==> config.mk <==
export PLATFORM = sky130hd
export DESIGN_NAME = alu_serial_seq
export DESIGN_NICKNAME = d
export VERILOG_FILES = /design/src/rtl/alu_serial_seq.sv
export SDC_FILE = /design/constraint.sdc
export NUM_CORES = 1
export LEC_CHECK = 0
export CAP_MARGIN = 20
export CELL_PAD_IN_SITES_DETAIL_PLACEMENT = 0
export CELL_PAD_IN_SITES_GLOBAL_PLACEMENT = 1
export CORE_UTILIZATION = 47
export DETAILED_ROUTE_END_ITERATION = 16
export DONT_BUFFER_PORTS = 1
export PLACE_DENSITY = 0.76
export SYNTH_ARGS = -nofsm -noshare
export SYNTH_HDL_FRONTEND = slang
export SYNTH_SLANG_ARGS = --single-unit
==> constraint.sdc <==
create_clock -name clk -period 2.6 [get_ports clk]
set_input_delay 0.52 -clock clk [delete_from_list [all_inputs] [get_ports clk]]
set_output_delay 0.52 -clock clk [all_outputs]
set_load 0.005 [all_outputs]
==> src/rtl/alu_serial_seq.sv <==
// Bit-serial sequencer driving one 1-bit ALU slice LSB-first over WIDTH cycles.
// Assembles the WIDTH-bit result and hands it downstream through a valid/ready handshake.
//
// state | meaning
// IDLE  | ready for an operation, slice inputs held at 0
// SHIFT | one slice bit per cycle, LSB first
// DONE  | result presented until res_ready
module alu_serial_seq #(
  parameter int WIDTH = 8,
  parameter int CNT_W = 4
) (
  input  logic             clk,
  input  logic             rst_n,
  input  logic             in_valid,
  output logic             in_ready,
  input  logic [2:0]       in_select,
  input  logic [WIDTH-1:0] in_a,
  input  logic [WIDTH-1:0] in_b,
  output logic [2:0]       slice_select,
  output logic             slice_r2,
  output logic             slice_r3,
  output logic             slice_c_in,
  input  logic             slice_out,
  input  logic             slice_c_out,
  output logic             res_valid,
  input  logic             res_ready,
  output logic [WIDTH-1:0] res_data,
  output logic             res_carry,
  output logic             busy
);

  typedef enum logic [1:0] {
    S_IDLE  = 2'd0,
    S_SHIFT = 2'd1,
    S_DONE  = 2'd2
  } state_t;

  state_t           r_state;
  state_t           w_next;
  logic [2:0]       r_op;
  logic [WIDTH-1:0] r_a;
  logic [WIDTH-1:0] r_b;
  logic [WIDTH-1:0] r_res;
  logic             r_carry;
  logic [CNT_W-1:0] r_cnt;

  logic w_accept;
  logic w_shift;
  logic w_done;
  logic w_last;
  logic w_arith;

  assign w_shift  = (r_state == S_SHIFT);
  assign w_done   = (r_state == S_DONE);
  assign w_accept = (r_state == S_IDLE) && in_valid;
  assign w_last   = (r_cnt == CNT_W'(WIDTH - 1));
  assign w_arith  = (r_op == 3'b010) || (r_op == 3'b011);

  always_ff @(posedge clk or negedge rst_n) begin
    if (!rst_n) r_state <= S_IDLE;
    else        r_state <= w_next;
  end

  always_comb begin
    w_next = r_state;
    case (r_state)
      S_IDLE:  if (in_valid)  w_next = S_SHIFT;
      S_SHIFT: if (w_last)    w_next = S_DONE;
      S_DONE:  if (res_ready) w_next = S_IDLE;
      default: w_next = S_IDLE;
    endcase
  end

  // Carry flop is preset for subtract so the slice computes A + ~B + 1.
  always_ff @(posedge clk or negedge rst_n) begin
    if (!rst_n) begin
      r_op    <= '0;
      r_a     <= '0;
      r_b     <= '0;
      r_res   <= '0;
      r_carry <= 1'b0;
      r_cnt   <= '0;
    end else if (w_accept) begin
      r_op    <= in_select;
      r_a     <= in_a;
      r_b     <= in_b;
      r_cnt   <= '0;
      r_carry <= (in_select == 3'b011);
    end else if (w_shift) begin
      r_res   <= {slice_out, r_res[WIDTH-1:1]};
      r_a     <= r_a >> 1;
      r_b     <= r_b >> 1;
      r_carry <= slice_c_out;
      r_cnt   <= r_cnt + CNT_W'(1);
    end
  end

  assign in_ready     = (r_state == S_IDLE);
  assign busy         = w_shift || w_done;
  assign slice_select = w_shift ? r_op : 3'b000;
  assign slice_r2     = w_shift & r_a[0];
  assign slice_r3     = w_shift & r_b[0];
  assign slice_c_in   = w_shift & r_carry;
  assign res_valid    = w_done;
  assign res_data     = w_done ? r_res : '0;
  assign res_carry    = w_done & w_arith & r_carry;

endmodule

# Yosys cells after proc, flatten, opt, wreduce, memory -nomap -nowiden
# Index checks and enable logic that the tools add are counted.
# word_totals
elab_cells,44
register_bits,34
input_bits,25
# op_classes
bitwise,6
n_reduce_logical,7
n_eq_ne,9
n_mux,14
n_addsub,1
# op_table
op,n
8-bit two-way mux,5
"3-bit by 2-bit == test with 1-bit output, second input constant",3
4-bit two-way mux,2
2-bit two-way mux,3
2-bit one-hot mux with 3 select lines,1
1-bit bitwise AND,5
"4-bit by 1-bit adder with 4-bit output, second input constant",1
"4-bit by 3-bit == test with 1-bit output, second input constant",1
"2-bit inequality test, second input constant",2
3-bit two-way mux,1
3-bit AND reduction,1
"2-bit by 1-bit == test with 1-bit output, second input constant",1
"2-bit == test, second input constant",1
2-bit logical NOT,1
1-bit logical OR,2
1-bit two-way mux,2
"2-bit by 1-bit inequality test with 1-bit output, second input constant",1
2-bit AND reduction,1
2-bit nonzero test,1
1-bit logical AND,1
1-bit NOT,1

# Longest topological paths before layout
# logic_depth
depth_word,4
mapped_depth,7
ltp_nobuf,5

# Worst setup path before layout
# OpenSTA, ideal clock, no wires.
# synth_path
path_type,flip-flop to output port
start,register r_state[1]
end,output port slice_select[0]
path_buffers,2
required_ns,2.080
arrival_time_ns,1.071
setup_slack_ns,1.009
stages_incl_launch_ff,6
path_cell_list,dfrtp_1 > inv_1 > ha_1 > buf_6 > buf_2 > and2_1
# synth_between
elab_chain_cells,2
# synth_rtl
element,line,source
"start, declared",38,state_t r_state;
"start signal, assigned",61,else r_state <= w_next;
2-bit by 1-bit == test with 1-bit output,53,assign w_shift = (r_state == S_SHIFT);
3-bit two-way mux,100,assign slice_select = w_shift ? r_op : 3'b000;
"end, declared",19,"output logic [2:0] slice_select,"
# Every way passes these cells.

# Worst setup path in the final report
# layout_path
start,register r_state[1]
end,output port slice_r2
# layout_between
elab_chain_cells,2
# layout_rtl
element,line,source
2-bit by 1-bit == test with 1-bit output,53,
1-bit bitwise AND,101,assign slice_r2 = w_shift & r_a[0];
"end, declared",20,"output logic slice_r2,"
# Every way passes these cells.

==> reports/results.txt <==
via count: 992
Sw Pwr: 0.000731 W
Comb power frac: 0.390
DRC: 0
CTS root buf: clkbuf_4
Wirelength per Cell: 14.2 µm
Clock Tree Buf Depth: 2
Setup CP Type: register to primary output
worst hold slack: 263 ps
Period Utilization, post-route: 0.810
register area share after synthesis: 0.523
dominant cell type by area after synthesis: dfrtp_1
die height: 60.8 µm
Worst VDD drop: 0.000542 V
hold path start: in_select[2]
critical-path cell list: inv_1, ha_1, and2_1
Netlist cell types: 23
vias in the first global route: 1032
Yosys reg bits: 34
Max Used Layer: met4
total grt overflow: 0
CP endpoint kind: primary output
Fmax achieved: 0.475 GHz
total clock sinks: 34
total of max-cap violations: 0
clk_lat worst skew: 330 ps
Sw Ratio: 0.338
Crit path required time: 2080 ps
CTS tree: built
share of layout cells above drive strength 1: 0.136
PwrDens: 1230 mW/mm²
Post-Synthesis Cell Area: 0.00163 mm²
top-count cell post-synth: dfrtp_1
Most used DFF post-synth: dfrtp_1
met3 WL: 204 µm
minimum clock period: 2110 ps
total die area: 0.00370 mm²
n_diodes: 0
IO buf count: 0
part of the power in registers: 0.430
Slew HR: 0.562
syn_nets: 174
filler cell count: 299
First-pass DRT Iterations: 4
Post-Synthesis Mean Instance Area: 11.3 µm²
Hold Fails Final Rpt: 0
slowest library cell on the worst path: ha_1
antenna-violating nets left: 0
synth-to-layout area growth: 8.31%
pre-CTS WS: 677 ps
synth cell count leaders: 34 x dfrtp_1, 17 x nand2_1, 16 x mux2i_1, 16 x o21ai_1, 15 x and2_1
Die Wd: 60.8 µm
Worst Max-Slew Pin Slew: 657 ps
first-pass GRT wire length: 4600 µm
fin nets: 177
max-slew violation total from the final report: 0
setup_tns: 0 ps
Syn Inst Count: 144
Pwr Total: 0.00216 W
Clk pwr share: 0.180
Leak: 0.788 nW
Placer Congestion: 0.714
Inserted Clock Buffers: 5
fin worst setup slack: 495 ps
R2R setup slack: 690 ps
Row Count: 20
area share of the largest cell type after synthesis: 0.523
WHS Endpoint: r_carry
Yosys warnings: 0
reg2reg start: r_state[1]
Top Ports: 43
Setup Skew: 5.74 ps
Post-DP Area: 0.00165 mm²
hold path cells: 1
outcome: finished, final reports clean
starting density of the core: 0.511
final wirelength: 2710 µm
post-synthesis async set-or-reset flop share: 1.00
Post-DP HPWL: 1930 µm
Overall Global Routing Usage: 0.177
core area: 0.00318 mm²
reg-to-reg endpoint: r_b[3]
Worst path max stage delay: 500 ps
FF-to-FF path depth: 6
RSZ-0062 raised after global routing: false
Post-synth EDFFs: 0
CTS H-tree lvls: 2
Hold/Removal Path Class: input pin to register
initial antenna violation count: 0
Area contributors post-synth: dfrtp_1 52%, mux2i_1 9.9%, and2_1 5.8%, mux2_2 5.5%, o21ai_1 4.9%
Worst-path clk slew: 100 ps
setup repair bufs after CTS: 0
Internal: 0.00143 W
vias per inst: 5.19
met2 WL: 1230 µm
Startpoint Class: register
Starting DRT DRC Count: 38
Critical Path AT: 1590 ps
largest net degree at the start of global routing: 35
# setup viols final: 0
CP max FO: 14
post-route cell area: 0.00176 mm²
M1 wire length: 1220 µm
## cell families after synthesis
kind of cell,Yosys count,synth area share
buffers and inverters,13,0.0423
flip-flops,34,0.523
AND/OR/NAND/NOR,42,0.132
XOR/XNOR,3,0.0162
adder cells (fa/ha/maj),5,0.0385
multiplexers,29,0.189
AO/OA/AOI/OAI,18,0.0593
## power by group through the flow
stage / clock [W] / combinational (W) / sequential, W
2_1_floorplan: 0 / 0.000745 / 0.000900
3_3_place_gp: 0 / 0.000813 / 0.000930
3_5_place_dp: 0 / 0.000844 / 0.000946
4_1_cts: 0.000404 / 0.000866 / 0.000933
5_1_grt: 0.000431 / 0.000960 / 0.000961
6_report: 0.000390 / 0.000845 / 0.000930
## worst max-delay path by stage
| stage | from | end | slack, ps | depth (start not counted) |
|---|---|---|---|---|
| after floorplan | r_state[1] | slice_select[0] | 1010 | 5 |
| after global placement | r_state[0] | r_a[5] | 750 | 5 |
| after detailed placement | r_state[1] | r_a[7] | 680 | 6 |
| after CTS | r_state[1] | slice_r2 | 460 | 3 |
| after global routing | r_state[1] | slice_c_in | 370 | 3 |
| final | r_state[1] | slice_r2 | 490 | 3 |
## cells in the final DEF (no fill, tap or decap), drive strengths merged, types with 2 or more instances in the layout
cell / count
clkbuf: 6
nand2b: 2
ha: 5
nand2: 17
mux2: 13
o21ai: 16
dfrtp: 34
and2: 15
nor2: 4
inv: 4
buf: 4
mux2i: 16
xor2: 2
## worst max-delay path: cells and delay by family (launching register included)
kind	cells	cell delay, ps
adders and majority gates	1	500
buffers and inverters	1	110
DFF	1	410
and+or+nand+nor	1	240
## state kept, by name (all words and copies together) (netlist names)
register / flops
r_res: 8
r_carry: 1
r_op: 3
r_b: 8
r_a: 8
r_state: 2
r_cnt: 4
## stage by stage
stage / std cells / util
after global routing: 191 / 0.554
after detailed placement: 182 / 0.519
after global placement: 182 / 0.519
final: 191 / 0.554
after floorplan: 144 / -
after CTS: 191 / 0.554
## routing by layer
metal / vias up / GRT usage
met1: 462 / 0.232
met3: 6 / 0.0832
met4: 0 / 0.0682
met2: 35 / 0.256
li1: 489 / -
met5: - / 0
## repair_timing
action,CTS,global route
resized for setup,0,0
hold endpoints to repair,34,0
hold buffers,2,0
## layout make-up
cell class,instances,area [µm²],share of cell area
Sequential cell,34,851,0.483
Multi-Input combinational cell,97,706,0.401
Inverter,4,15.0,0.00853
Timing Repair Buffer,5,52.6,0.0299
Tap cell,44,55.1,0.0313
Clock buffer,6,51.3,0.0291
Clock inverter,1,30.0,0.0171
(Power assumes the default switching activity.)
